File: src/rtl/ycr_pipe_mprf_warb.sv
// Write-port arbiter for the single MPRF write port: EXU writeback, buffered LSU load returns, HDU debug writes.
// Optional YCR_MPRF_WARB_PERF_EN adds a saturating stall-cycle counter output.
`ifndef YCR_MPRF_AWIDTH
`define YCR_MPRF_AWIDTH 5
`endif
`ifndef YCR_XLEN
`define YCR_XLEN 32
`endif

module ycr_pipe_mprf_warb #(
  parameter int LSU_FIFO_DEPTH = 2,
  parameter int AWIDTH         = `YCR_MPRF_AWIDTH,
  parameter int DWIDTH         = `YCR_XLEN
) (
  input  logic              clk,
  input  logic              rst,
  input  logic              exu_wr_req_i,
  input  logic [AWIDTH-1:0] exu_wr_addr_i,
  input  logic [DWIDTH-1:0] exu_wr_data_i,
  output logic              exu_wr_rdy_o,
  input  logic              lsu_wr_vld_i,
  input  logic [AWIDTH-1:0] lsu_wr_addr_i,
  input  logic [DWIDTH-1:0] lsu_wr_data_i,
  output logic              lsu_wr_rdy_o,
  input  logic              dbg_wr_vld_i,
  input  logic [AWIDTH-1:0] dbg_wr_addr_i,
  input  logic [DWIDTH-1:0] dbg_wr_data_i,
  output logic              dbg_wr_rdy_o,
  input  logic [AWIDTH-1:0] rs1_addr_i,
  input  logic [AWIDTH-1:0] rs2_addr_i,
  output logic              rs1_pend_o,
  output logic              rs2_pend_o,
  output logic              warb2mprf_w_req_o,
  output logic [AWIDTH-1:0] warb2mprf_rd_addr_o,
  output logic [DWIDTH-1:0] warb2mprf_rd_data_o,
  output logic              warb_idle_o
`ifdef YCR_MPRF_WARB_PERF_EN
  ,
  output logic [15:0]       warb_stall_cnt_o
`endif
);

  localparam int PW = $clog2(LSU_FIFO_DEPTH);
  localparam int CW = PW + 1;

  logic [AWIDTH-1:0]         fifo_addr [LSU_FIFO_DEPTH];
  logic [DWIDTH-1:0]         fifo_data [LSU_FIFO_DEPTH];
  logic [LSU_FIFO_DEPTH-1:0] fifo_kill;
  logic [LSU_FIFO_DEPTH-1:0] kill_next;
  logic [LSU_FIFO_DEPTH-1:0] occ;
  logic [PW-1:0]             slot_off [LSU_FIFO_DEPTH];
  logic [PW-1:0]             rd_ptr, wr_ptr;
  logic [CW-1:0]             count;

  logic full, empty, head_live, head_killed, head_issue, pop, push;
  logic exu_wr, dbg_wr, issue, kill_vld, kill_new;
  logic [AWIDTH-1:0] kill_addr, sel_addr;
  logic [DWIDTH-1:0] sel_data;

  assign full        = (count == CW'(LSU_FIFO_DEPTH));
  assign empty       = (count == '0);
  assign head_live   = !empty && !fifo_kill[rd_ptr];
  assign head_killed = !empty &&  fifo_kill[rd_ptr];

  // Drain mode (full FIFO with a live head) lets the head overtake EXU.
  assign exu_wr_rdy_o = !rst && exu_wr_req_i && !(full && head_live);
  assign head_issue   = !rst && head_live && (full || !exu_wr_req_i);
  assign pop          = !rst && (head_killed || head_issue);
  assign lsu_wr_rdy_o = !rst && (!full || pop);
  assign dbg_wr_rdy_o = !rst && dbg_wr_vld_i && !exu_wr_req_i && !head_live;
  assign push         = lsu_wr_vld_i && lsu_wr_rdy_o && (lsu_wr_addr_i != '0);

  assign exu_wr    = exu_wr_rdy_o && (exu_wr_addr_i != '0);
  assign dbg_wr    = dbg_wr_rdy_o && (dbg_wr_addr_i != '0);
  assign issue     = exu_wr || head_issue || dbg_wr;
  assign kill_vld  = exu_wr || dbg_wr;
  assign kill_addr = exu_wr_rdy_o ? exu_wr_addr_i : dbg_wr_addr_i;
  assign kill_new  = kill_vld && (kill_addr == lsu_wr_addr_i);

  // NOTE: every always_comb output gets a default first so no latch can be inferred.
  always_comb begin
    sel_addr   = '0;
    sel_data   = '0;
    rs1_pend_o = 1'b0;
    rs2_pend_o = 1'b0;
    kill_next  = fifo_kill;
    for (int i = 0; i < LSU_FIFO_DEPTH; i++) begin
      slot_off[i] = PW'(i) - rd_ptr;
      occ[i]      = ({1'b0, slot_off[i]} < count);
      if (occ[i] && kill_vld && (fifo_addr[i] == kill_addr)) kill_next[i] = 1'b1;
      if (occ[i] && !fifo_kill[i] && (fifo_addr[i] == rs1_addr_i)) rs1_pend_o = 1'b1;
      if (occ[i] && !fifo_kill[i] && (fifo_addr[i] == rs2_addr_i)) rs2_pend_o = 1'b1;
    end
    if (rs1_addr_i == '0) rs1_pend_o = 1'b0;
    if (rs2_addr_i == '0) rs2_pend_o = 1'b0;
    // A slot being refilled takes only the kill status of the new entry.
    if (push) kill_next[wr_ptr] = kill_new;
    if (exu_wr) begin
      sel_addr = exu_wr_addr_i;
      sel_data = exu_wr_data_i;
    end else if (head_issue) begin
      sel_addr = fifo_addr[rd_ptr];
      sel_data = fifo_data[rd_ptr];
    end else if (dbg_wr) begin
      sel_addr = dbg_wr_addr_i;
      sel_data = dbg_wr_data_i;
    end
  end

  always_ff @(posedge clk) begin
    if (rst) begin
      rd_ptr    <= '0;
      wr_ptr    <= '0;
      count     <= '0;
      fifo_kill <= '0;
    end else begin
      if (pop)  rd_ptr <= rd_ptr + 1'b1;
      if (push) wr_ptr <= wr_ptr + 1'b1;
      count     <= count + CW'(push) - CW'(pop);
      fifo_kill <= kill_next;
    end
  end

  // NOTE: payload storage is not reset; occupancy is tracked by count/pointers alone.
  always_ff @(posedge clk) begin
    if (push) begin
      fifo_addr[wr_ptr] <= lsu_wr_addr_i;
      fifo_data[wr_ptr] <= lsu_wr_data_i;
    end
  end

  always_ff @(posedge clk) begin
    if (rst) begin
      warb2mprf_w_req_o   <= 1'b0;
      warb2mprf_rd_addr_o <= '0;
      warb2mprf_rd_data_o <= '0;
    end else begin
      warb2mprf_w_req_o <= issue;
      if (issue) begin
        warb2mprf_rd_addr_o <= sel_addr;
        warb2mprf_rd_data_o <= sel_data;
      end
    end
  end

  assign warb_idle_o = empty && !warb2mprf_w_req_o;

`ifdef YCR_MPRF_WARB_PERF_EN
  logic stall;
  assign stall = (exu_wr_req_i && !exu_wr_rdy_o) || (lsu_wr_vld_i && !lsu_wr_rdy_o);

  always_ff @(posedge clk) begin
    if (rst)                                     warb_stall_cnt_o <= '0;
    else if (stall && (warb_stall_cnt_o != '1))  warb_stall_cnt_o <= warb_stall_cnt_o + 16'd1;
  end
`endif

endmodule

File: config.mk
export PLATFORM = sky130hd
export DESIGN_NAME = ycr_pipe_mprf_warb
export DESIGN_NICKNAME = d
export VERILOG_FILES = /design/src/rtl/ycr_pipe_mprf_warb.sv
export SDC_FILE = /design/constraint.sdc
export NUM_CORES = 1
export LEC_CHECK = 0
export CAP_MARGIN = 20
export CELL_PAD_IN_SITES_DETAIL_PLACEMENT = 1
export CELL_PAD_IN_SITES_GLOBAL_PLACEMENT = 1
export CORE_MARGIN = 4
export CORE_UTILIZATION = 49
export CTS_CLUSTER_SIZE = 14
export DETAILED_ROUTE_END_ITERATION = 8
export DONT_BUFFER_PORTS = 1
export PLACE_DENSITY = 0.84
export SYNTH_ARGS = -nofsm -noshare
export SYNTH_HDL_FRONTEND = slang
export SYNTH_SLANG_ARGS = --single-unit
File: constraint.sdc
create_clock -name clk -period 3.2 [get_ports clk]
set_input_delay 0.16 -clock clk [delete_from_list [all_inputs] [get_ports clk]]
set_output_delay 0.16 -clock clk [all_outputs]
set_load 0.1 [all_outputs]
Word level (Yosys, flattened, before mapping)
Memories as Yosys holds them, arrays and structs flattened. A register that Yosys moved wholly into a read port is not among the register bits. Cells that the tools add are included.

$add $sub $neg: 6. $mul: 0. Div/mod/pow operators: 0. $lt $le $gt $ge: 5. Equal/unequal tests: 8. Shift-type cells: 0. Muxes and demuxes: 27. Bitwise operators: 0. Reduce and logical (&&, ||, !) cells: 51.

Operator list (number): two-way mux 32 bit (3); equality test 5 bit (7); logical AND 1 bit (29); two-way mux 5 bit (4); two-way mux 1 bit (17); nonzero test 5 bit (3); logical NOT 1 bit (10); logical NOT 5 bit (2); logical OR 1 bit (6); less-than comparator 1 x 2 -> 1 bit (2); less-than comparator 1 x 2 -> 1 bit (second input constant) (2); adder 1 bit (second input constant) (2); adder 2 x 1 -> 2 bit (1); bitwise mux 2 bit (1); equality test 2 bit (second input constant) (1); logical NOT 2 bit (1); two-way mux 2 bit (1); subtractor 1 bit (first input constant) (2); subtractor 2 x 1 -> 2 bit (1); demux 1 bit (select 1 bit) (1); >= comparator 1 bit (second input constant) (1).

Register bits: 44. Bits in latches: 0. Memory bits (writable): 74. ROM bits: 0. Input bits: 126. Output and inout port bits: 44. Logic and storage cells: 106. Memories kept: 2.

Memories: fifo_data (words 2, bits a word 32, read ports 1, clocked after memory_dff 1, wr ports 1, RTL line 47) `logic [DWIDTH-1:0] fifo_data [LSU_FIFO_DEPTH];`; fifo_addr (words 2, bits a word 5, read ports 3, clocked after memory_dff 1, wr ports 1, RTL line 46) `logic [AWIDTH-1:0] fifo_addr [LSU_FIFO_DEPTH];`.

Depth between registers and ports, before layout
Gate-level depths: netlist of the first run.

Depth after elaboration: 14. Gate-level depth with buffers: 9. Depth with buffers taken out: 9.

Worst setup path before layout of the first run
No wires, ideal clock.

Kind: flip-flop to output port. Start point: register warb2mprf_w_req_o. End point: output warb_idle_o. Arrival time: 2.808 ns. Data required time: 3.040 ns. Path slack: 0.232 ns. Cell stages (with the launch flop): 2. Path buffers: 0. Cell sequence: dfxtp_1 nor3_1.

Word-level cells in the longest chain between the ends: 2.

RTL lines: start, declared (RTL line 33) `output logic warb2mprf_w_req_o,`; start signal, assigned (RTL line 138) `warb2mprf_w_req_o <= issue;`; logical NOT 1 bit (RTL line 146) `assign warb_idle_o = empty && !warb2mprf_w_req_o;`; logical AND 1 bit (RTL line 146); end, declared (RTL line 36) `output logic warb_idle_o`.

Every way passes these cells.

Worst setup path in the final report of the first run
Start point: register rd_ptr. End point: register warb2mprf_rd_addr_o[2].

Word-level cells in the longest chain between the ends: 10. Elaborated cells on any way between the ends: 18. Those cells by class: mux (5); reduce/logical (13).

RTL lines: start, declared (RTL line 52) `logic [PW-1:0] rd_ptr, wr_ptr;`; start signal, assigned (RTL line 117) `if (pop) rd_ptr <= rd_ptr + 1'b1;`; two-way mux 1 bit (not written as such) * (2 in a row) (RTL line 62) `assign head_live = !empty && !fifo_kill[rd_ptr];`; logical NOT 1 bit * (RTL line 62); logical AND 1 bit * (RTL line 62); logical NOT 1 bit * (RTL line 70) `assign dbg_wr_rdy_o = !rst && dbg_wr_vld_i && !exu_wr_req_i && !head_live;`; logical AND 1 bit * (RTL line 70); named net dbg_wr_rdy_o (RTL line 28) `output logic dbg_wr_rdy_o,`; logical AND 1 bit * (RTL line 74) `assign dbg_wr = dbg_wr_rdy_o && (dbg_wr_addr_i != '0);`; two-way mux 5 bit (RTL line 104) `end else if (dbg_wr) begin`; two-way mux 5 bit (RTL line 101) `end else if (head_issue) begin`; two-way mux 5 bit (RTL line 98) `if (exu_wr) begin`; end signal, assigned (RTL line 140) `warb2mprf_rd_addr_o <= sel_addr;`; end, declared (RTL line 34) `output logic [AWIDTH-1:0] warb2mprf_rd_addr_o,`.

The timed path passes the listed nets; every way through them passes the cells marked *. The select of a mux whose other input is x is not followed. A chain may end at the register's enable or synchronous reset.

==> results.txt, run 1 <==
Critical path class = reg -> reg
H-tree levels = 4
Die ar. = 13,100 um2
Area delta synth->final = 33.5%
Initial antenna violation count = 0
TritonRoute pass-1 iters = 5
Post-DP HPWL = 11,200 um
Rows = 38
Peak supply drop = 0.799 mV
Skew-Pair Late Insertion Delay = 420 ps
Static leakage = 2.70 nW
DRC = 0
CTS tree = done
CTS sink count = 119
Failing checks = negative hold slack
Inserted Diodes = 0
Synth async-reset ratio = 0%
RR Startpoint = rd_ptr$_SDFFE_PP0P_
IO Port Bufs = 0
Pins Over Slew Limit = 0
Final WL = 23,300 um
Routability Congestion = 0.953
Final #Nets = 722
Drt wl/cell = 31.2 um
Multi-input logic area = 2290 um2
Vias = 5,087
Setup crit start = rd_ptr$_SDFFE_PP0P_
Clk_skew = 8.62 ps
Hold Crit Class = in -> reg
Clock transition at path regs = 60 ps
Total global-route track usage = 35.4%
Setup Slack @ Placement = 658 ps
Initial DRC count = 635
Period utilization = 95.7%
Crit path DAT = 3410 ps
Run status = finished with violations
RSZ-0062 raised after global routing = no
Fin util = 67.7%
Critical path required time = 3540 ps
Total CTS buffers = 17
Tmin final = 3060 ps
Setup TNS = 0 ps
Synth area leaders = edfxtp_1 40%, dfxtp_1 16%, mux2i_1 7.2%
Storage cell area = 3120 um2
Initial Utilization = 50.7%
Gate Count Post-Synth = 487
Core area = 11,000 um2
CP endpoint = warb2mprf_rd_addr_o[2]$_SDFFE_PP0P_
Number of max-cap violations = 0
Final setup viols = 0
Die span in x = 115 um
Endpoints failing hold = 1
Max Root-Sink Buffers = 2
CP Capture Type = register
Ys Warns = 0
Reg2reg path depth = 8
Area leader, netlist = edfxtp_1
Yosys cell types = 50
Fin worst setup slack = 138 ps
Fraction of layout cells with a size suffix above 1 = 10.7%
Largest net degree at the start of global routing = 40
Vias in the first global route = 5,477
Post-synth EDFFs = 74
Syn_area_per_cell = 11.4 um2
PwrDens = 980 nW/um2
Area share of the largest cell type after synthesis = 39.9%
Register bit total from synthesis = 119
Top cells by count, synth = 74 x edfxtp_1, 50 x o21ai_0, 45 x dfxtp_1, 45 x nand2_1, 40 x mux2i_1
Sequential fraction of the synthesis area = 56.1%
Hold Slack = -8.32 ps
R2R Setup Slk = 140 ps
Worst Tran Pin Value = 1070 ps
Vias per cell = 6.81
Slew margin rel. = 28.9%
Fmax = 0.327 GHz
Most instantiated library cell after synthesis = edfxtp_1
Grt total ovfl = 0
Top FF cell, synth = edfxtp_1
Final ANT Viol Nets = 0
CP startpoint kind = register
Global-route wire length before repair = 34,400 um
Reg2reg end = warb2mprf_rd_addr_o[2]$_SDFFE_PP0P_
Critical-path maximum fanout = 10
Mapped Nets = 615
Cell Area, Synth = 5570 um2
I/O Pins = 170
Layout fillers = 1,048
Root buf cell = clkbuf_16
Die Y = 115 um
-- per-stage QoR --
step	cell area, um2	total power, W	instances
detailed placement	5740	0.00487	606
global placement	5740	0.00481	606
finish	7430	0.00728	747
global route	7430	0.00746	747
CTS	7320	0.00698	738
floorplan	5570	0.00453	487
-- cell families after synthesis --
group | after synthesis | share of synthesized area, %
AO/OA/AOI/OAI | 129 | 17.0
XOR/XNOR | 35 | 5.51
adder cells (fa/ha/maj) | 2 | 0.449
buffers and inverters | 50 | 3.84
flip-flops | 119 | 56.1
multiplexers | 41 | 7.46
AND/OR/NAND/NOR | 111 | 9.62
-- cell type report --
type | instances | area share (%)
repair buffers | 120 | 16.1
clock buffers | 24 | 6.48
multi-input cells | 319 | 30.8
well taps | 140 | 2.36
flip-flops and latches | 119 | 42.0
inverters | 17 | 0.858
clock inverters | 8 | 1.33
-- flip-flops by register name, summed over array words and instances (netlist names), named ones only --
| name | flops |
|---|---|
| fifo_kill | 2 |
| count | 2 |
| rd_ptr | 1 |
| warb2mprf_w_req_o | 1 |
| fifo_data | 64 |
| wr_ptr | 1 |
| warb2mprf_rd_addr_o | 5 |
| warb2mprf_rd_data_o | 32 |
| fifo_addr | 10 |
-- critical path, cell delays in order, from the launching register on --
cell and delay [ps]:
dfxtp_1 450, mux2_4 400, o211a_4 400, a21boi_4 200, or3_4 410, nor2_8 230
buf_12 150, a221o_1 150, dlygate4sd3_1 590
-- worst min-delay path by stage --
stage                                                 endpoint  cells after the start              start  slack, ps
after floorplan                      fifo_addr[0][0]$_DFFE_PP_                      0   lsu_wr_addr_i[0]        260
after global placement                                register                      1                rst        230
after detailed placement                              register                      1                rst        230
after CTS                 warb2mprf_rd_data_o[10]$_SDFFE_PP0P_                      3  dbg_wr_data_i[10]          2
after global routing      warb2mprf_rd_data_o[10]$_SDFFE_PP0P_                      3  dbg_wr_data_i[10]         10
final                     warb2mprf_rd_data_o[10]$_SDFFE_PP0P_                      3  dbg_wr_data_i[10]         -8
-- layout by cell type (no fill, tap or decap), drive strengths merged, types with 3 or more instances in the layout --
cell type	instances
a21oi	11
a221o	37
dlygate4sd3	100
a31oi	5
clkbuf	24
a22o	3
o2111ai	3
dfxtp	45
o21ai	51
nand3	7
buf	20
xnor2	21
clkinv	5
inv	16
edfxtp	74
mux2i	40
nand2b	8
nand2	45
nor3	10
nor4	7
nor2	22
nor2b	3
xor2	14
o221ai	5
-- routing by layer --
| layer | GRT usage [%] | wire, um | vias to the layer above |
|---|---|---|---|
| met2 | 58.6 | 11400 | 430 |
| li1 | - | - | 2049 |
| met4 | 16.3 | 1030 | 0 |
| met5 | 0 | 0 | - |
| met3 | 11.9 | 2670 | 110 |
| met1 | 41.5 | 8240 | 2498 |
-- power breakdown --
| part | switching, W | internal (W) | total [W] | leakage (nW) |
|---|---|---|---|---|
| combinational | 0.000809 | 0.000712 | 0.00152 | 1.37 |
| clock | 0.000722 | 0.00121 | 0.00193 | 0.280 |
| sequential | 0.00191 | 0.00192 | 0.00383 | 1.05 |
-- timing repair --
action,4_1_cts,5_1_grt
hold endpoints to repair,117,0
gates resized for setup,0,3
hold buffers,100,0
endpoints found under the setup margin,0,25
buffers inserted,0,8
Power figures use the tool's default switching activity.
==> run 2, diff against run 1 <==
--- a/config.mk
+++ b/config.mk
@@ -14,6 +14,7 @@
 export DETAILED_ROUTE_END_ITERATION = 8
 export DONT_BUFFER_PORTS = 1
 export PLACE_DENSITY = 0.84
+export RECOVER_POWER = 100
 export SYNTH_ARGS = -nofsm -noshare
 export SYNTH_HDL_FRONTEND = slang
 export SYNTH_SLANG_ARGS = --single-unit
==> results.txt, run 2 (synthesis results as in run 1) <==
Max Root-Sink Buffers = 2
Critical path, cell by cell = mux2_4 -> o211a_4 -> a21boi_4 -> or3_4 -> nor2_1 -> buf_12 -> a221o_1 -> dlygate4sd3_1
Peak supply drop = 0.799 mV
Total CTS buffers = 17
Final WL = 23,300 um
Worst Hold Launch = dbg_wr_data_i[10]
Hold path depth = 3
DP Cell Count = 606
Hold Slack = -12.4 ps
Multi-input logic area = 2270 um2
Die ar. = 13,100 um2
Final #Nets = 722
Number of max-cap violations = 0
Area delta synth->final = 32.8%
Run status = finished with violations
I/O Pins = 170
Clk_skew = 10.1 ps
Registers with the most flip-flops = fifo_data x64, warb2mprf_rd_data_o x32, fifo_addr x10
CTS sink count = 119
Fmax = 0.327 GHz
Reg2reg end = warb2mprf_rd_data_o[26]$_SDFFE_PP0P_
Slew margin rel. = 18.2%
Reg with most FFs = fifo_data
Final setup viols = 0
Static leakage = 2.69 nW
Layout fillers = 1,053
RSZ-0062 raised after global routing = no
Largest stage delay, worst path = 550 ps
Largest net degree at the start of global routing = 40
Non-Filler Instances = 747
Drt wl/cell = 31.2 um
Vias in the first global route = 5,477
Endpoints failing hold = 1
Pins Over Slew Limit = 0
Initial DRC count = 602
Hold Crit Class = in -> reg
H-tree levels = 4
Inserted Diodes = 0
Endpoint, Worst Hold = warb2mprf_rd_data_o[10]$_SDFFE_PP0P_
Rows = 38
Post-DP HPWL = 11,200 um
Crit path DAT = 3410 ps
TritonRoute pass-1 iters = 5
IO Port Bufs = 0
Die Y = 115 um
Routability Congestion = 0.953
Max reg flops = 64
Critical path required time = 3550 ps
Critical path class = reg -> reg
Vias per cell = 6.84
Initial Utilization = 50.7%
Critical-path maximum fanout = 16
DRC = 0
Failing checks = negative hold slack
Vias = 5,106
Storage cell area = 3120 um2
Core area = 11,000 um2
CTS tree = done
CP Capture Type = register
CP startpoint kind = register
Final ANT Viol Nets = 0
Root buf cell = clkbuf_16
Commonest cells after routing, fill and taps aside = 100 x dlygate4sd3_1, 74 x edfxtp_1, 50 x o21ai_0
PwrDens = 982 nW/um2
Total global-route track usage = 35.4%
Worst Tran Pin Value = 1230 ps
Die span in x = 115 um
Period utilization = 95.5%
Commonest non-fill, non-tap cell in the layout = dlygate4sd3_1
Global-route wire length before repair = 34,400 um
Tmin final = 3050 ps
Clock transition at path regs = 60 ps
Skew-Pair Late Insertion Delay = 420 ps
Fin util = 67.3%
Setup TNS = 0 ps
Grt total ovfl = 0
RR Startpoint = rd_ptr$_SDFFE_PP0P_
Initial antenna violation count = 0
Slowest-stage cell, CP = dlygate4sd3_1
R2R Setup Slk = 150 ps
Reg2reg path depth = 8
Fraction of layout cells with a size suffix above 1 = 9.56%
run 2: cell types whose count changed in the layout (fill, tap and decap cells not counted):
cell / previous run / this run
inv_2: 1 / 0
clkbuf_4: 0 / 3
o2111ai_1: 2 / 3
inv_1: 15 / 16
clkbuf_2: 0 / 4
nor3_2: 1 / 0
o2111ai_2: 1 / 0
nor3_1: 9 / 10
buf_4: 16 / 6
nor2_1: 19 / 20
clkbuf_1: 4 / 7
nor2_4: 2 / 1
run 2: critical path, delay by kind of cell (launching register included):
| family | cells | cell delay, ps |
|---|---|---|
| compound gates | 3 | 760 |
| buf+inv | 2 | 750 |
| simple gates | 2 | 630 |
| flops | 1 | 450 |
| mux | 1 | 400 |
run 2: layer usage:
layer	vias up	track usage, %	wire length [um]
met4	0	16.3	1010
met2	443	58.6	11400
met3	109	11.9	2720
met5	-	0	0
li1	2052	-	-
met1	2502	41.5	8210
run 2: worst max-delay path by stage:
stage | from | endpoint | slack (ps) | cells after the start
3_3_place_gp | rd_ptr$_SDFFE_PP0P_ | warb2mprf_rd_data_o[26]$_SDFFE_PP0P_ | 770 | 6
2_1_floorplan | warb2mprf_w_req_o$_SDFF_PP0_ | warb_idle_o | 230 | 1
4_1_cts | rd_ptr$_SDFFE_PP0P_ | warb2mprf_rd_data_o[3]$_SDFFE_PP0P_ | 80 | 7
3_5_place_dp | rd_ptr$_SDFFE_PP0P_ | warb2mprf_rd_data_o[8]$_SDFFE_PP0P_ | 660 | 6
6_report | rd_ptr$_SDFFE_PP0P_ | warb2mprf_rd_data_o[26]$_SDFFE_PP0P_ | 150 | 8
5_1_grt | rd_ptr$_SDFFE_PP0P_ | warb2mprf_rd_data_o[26]$_SDFFE_PP0P_ | 70 | 9
run 2: final cells by class:
cell class	instances	share of cell area [%]
repair buffers	120	15.9
multi-input cells	319	30.7
clock inverters	8	1.34
well taps	140	2.37
flip-flops and latches	119	42.3
clock buffers	24	6.52
inverters	17	0.863
run 2: power by group:
part / total [W] / leakage [nW] / switching, W / internal (W)
Sequential: 0.00383 / 1.05 / 0.00191 / 0.00192
Clock: 0.00193 / 0.280 / 0.000724 / 0.00121
Combinational: 0.00150 / 1.35 / 0.000802 / 0.000696
Total: 0.00726 / 2.69 / 0.00344 / 0.00382
run 2: metrics by stage:
step           total power [W]  area, um2  setup WS [ps]
6_report               0.00726       7390            145
5_1_grt                0.00743       7390           73.3
4_1_cts                0.00698       7320           83.5
3_5_place_dp           0.00487       5740            658
3_3_place_gp           0.00481       5740            768
2_1_floorplan          0.00453       5570            232
run 2: what timing repair did:
action / in CTS / in global routing
setup endpoints to repair: 0 / 25
setup buffers: 0 / 8
endpoints found under the hold margin: 117 / 0
hold buffers: 100 / 0
gates resized for setup: 0 / 3
==> run 3, diff against run 2 <==
==> constraint.sdc (replaced) <==
create_clock -name clk -period 3.2 [get_ports clk]
set_input_delay 0.16 -clock clk [delete_from_list [all_inputs] [get_ports clk]]
set_output_delay 0.16 -clock clk [all_outputs]
set_load 0.02 [all_outputs]
==> results.txt, run 3 (synthesis results as in run 1) <==
Commonest non-fill, non-tap cell in the layout = dlygate4sd3_1
CP endpoint = warb2mprf_rd_data_o[3]$_SDFFE_PP0P_
CTS tree = done
R2R Setup Slk = 60 ps
Initial antenna violation count = 0
Critical path required time = 3560 ps
Clk pwr share = 32.0%
TritonRoute pass-1 iters = 5
Initial DRC count = 576
CP Capture Type = register
Skew-Pair Late Insertion Delay = 430 ps
Hold Slack = 16.4 ps
Root buf cell = clkbuf_16
Period utilization = 98.3%
Drt wl/cell = 31.1 um
DRC = 0
Final #Nets = 710
I/O Pins = 170
Fmax = 0.318 GHz
Commonest cells after routing, fill and taps aside = 100 x dlygate4sd3_1, 74 x edfxtp_1, 50 x o21ai_0
Grt total ovfl = 0
Final ANT Viol Nets = 0
Max Root-Sink Buffers = 2
Net Sw Power = 0.00198 W
Tmin final = 3140 ps
Registers with the most flip-flops = fifo_data x64, warb2mprf_rd_data_o x32, fifo_addr x10
Die span in x = 115 um
Critical path, cell by cell = mux2_4 -> o211a_4 -> a21boi_4 -> or3_4 -> nor2_4 -> a221o_1 -> dlygate4sd3_1
Setup TNS = 0 ps
Routability Congestion = 0.928
Reg with most FFs = fifo_data
Clock transition at path regs = 60 ps
Crit path DAT = 3510 ps
Endpoints failing hold = 0
Total global-route track usage = 34.7%
Die Y = 115 um
Final WL = 22,800 um
CP Buf/Inv Count = 1
Largest net degree at the start of global routing = 40
PwrDens = 773 nW/um2
Vias in the first global route = 5,312
Vias = 5,005
Crit path max-delay family = simple AND/OR/NAND/NOR gates
Die ar. = 13,100 um2
Seq pwr share = 45.3%
Rows = 38
IO Port Bufs = 0
Inserted Diodes = 0
CP startpoint kind = register
Peak supply drop = 0.524 mV
Largest stage delay, worst path = 560 ps
Area delta synth->final = 29.6%
RR Startpoint = rd_ptr$_SDFFE_PP0P_
H-tree levels = 4
Final setup viols = 0
Hold Crit Class = in -> reg
Global-route wire length before repair = 33,500 um
CTS sink count = 119
Critical-path maximum fanout = 18
Worst Tran Pin Value = 1090 ps
Initial Utilization = 50.7%
Crit path depth = 7
Critical path class = reg -> reg
Clk_skew = 10.6 ps
Fraction of layout cells with a size suffix above 1 = 7.39%
Max reg flops = 64
Sw frac = 35.5%
Run status = finished clean
Reg2reg end = warb2mprf_rd_data_o[3]$_SDFFE_PP0P_
Reg2reg path depth = 7
Slew margin rel. = 27.5%
Vias per cell = 6.81
Core area = 11,000 um2
Post-DP HPWL = 11,200 um
Static leakage = 2.60 nW
Total CTS buffers = 17
Setup crit start = rd_ptr$_SDFFE_PP0P_
Number of max-cap violations = 0
Pins Over Slew Limit = 0
Internal power = 0.00360 W
Logic pwr share = 22.7%
Slowest-stage cell, CP = nor2_4
[run 3: how the worst min path moves through the flow]
stage / start / end / slack, ps / cells after the start
3_3_place_gp: rst / wr_ptr$_SDFFE_PP0N_ / 230 / 1
3_5_place_dp: rst / count[0]$_SDFF_PP0_ / 240 / 1
4_1_cts: dbg_wr_data_i[15] / warb2mprf_rd_data_o[15]$_SDFFE_PP0P_ / 0.05 / 3
5_1_grt: dbg_wr_addr_i[2] / warb2mprf_rd_addr_o[2]$_SDFFE_PP0P_ / 6 / 3
6_report: dbg_wr_addr_i[3] / warb2mprf_rd_addr_o[3]$_SDFFE_PP0P_ / 20 / 2
2_1_floorplan: lsu_wr_addr_i[0] / fifo_addr[0][0]$_DFFE_PP_ / 260 / 0
[run 3: metrics by stage]
stage	cells	area (um2)	util, %	setup WS, ps	total power (W)
after floorplan	487	5570	-	401	0.00310
after global placement	602	5680	51.7	853	0.00330
after detailed placement	602	5680	51.7	785	0.00336
after CTS	733	7190	65.5	204	0.00532
after global routing	735	7210	65.7	-31.3	0.00572
final	735	7210	65.7	55.8	0.00558
[run 3: timing repair]
item                                    in CTS  in global routing
resized for setup                            0                  1
hold buffers                                99                  1
buffers inserted                             0                  0
hold endpoints to repair                   117                  1
endpoints found under the setup margin       0                 25
[run 3: metal layers]
metal  vias to the layer above  wire length (um)  track usage, %  part of all wire (%)
met1                      2473              8130            41.1                    36
met2                       416             11300            58.2                    49
met5                         -                 0               0                     0
met3                        86              2360            10.2                    10
li1                       2030                 -               -                     -
met4                         0              1050            16.0                   4.6
[run 3: area by class of cell]
class / count / area (um2)
clock buffer: 22 / 444
clock inverter: 10 / 81.3
fill: 1098 / 3770
inverter: 17 / 63.8
multi-input combinational: 319 / 2270
sequential: 119 / 3120
tap: 140 / 175
timing repair buffer: 108 / 1060
[run 3: power by group through the flow]
stage	sequential, W	clock [W]	combinational, W
2_1_floorplan	0.00236	0	0.000740
3_3_place_gp	0.00249	0	0.000808
3_5_place_dp	0.00249	0	0.000862
4_1_cts	0.00248	0.00172	0.00112
5_1_grt	0.00254	0.00185	0.00132
6_report	0.00253	0.00178	0.00126
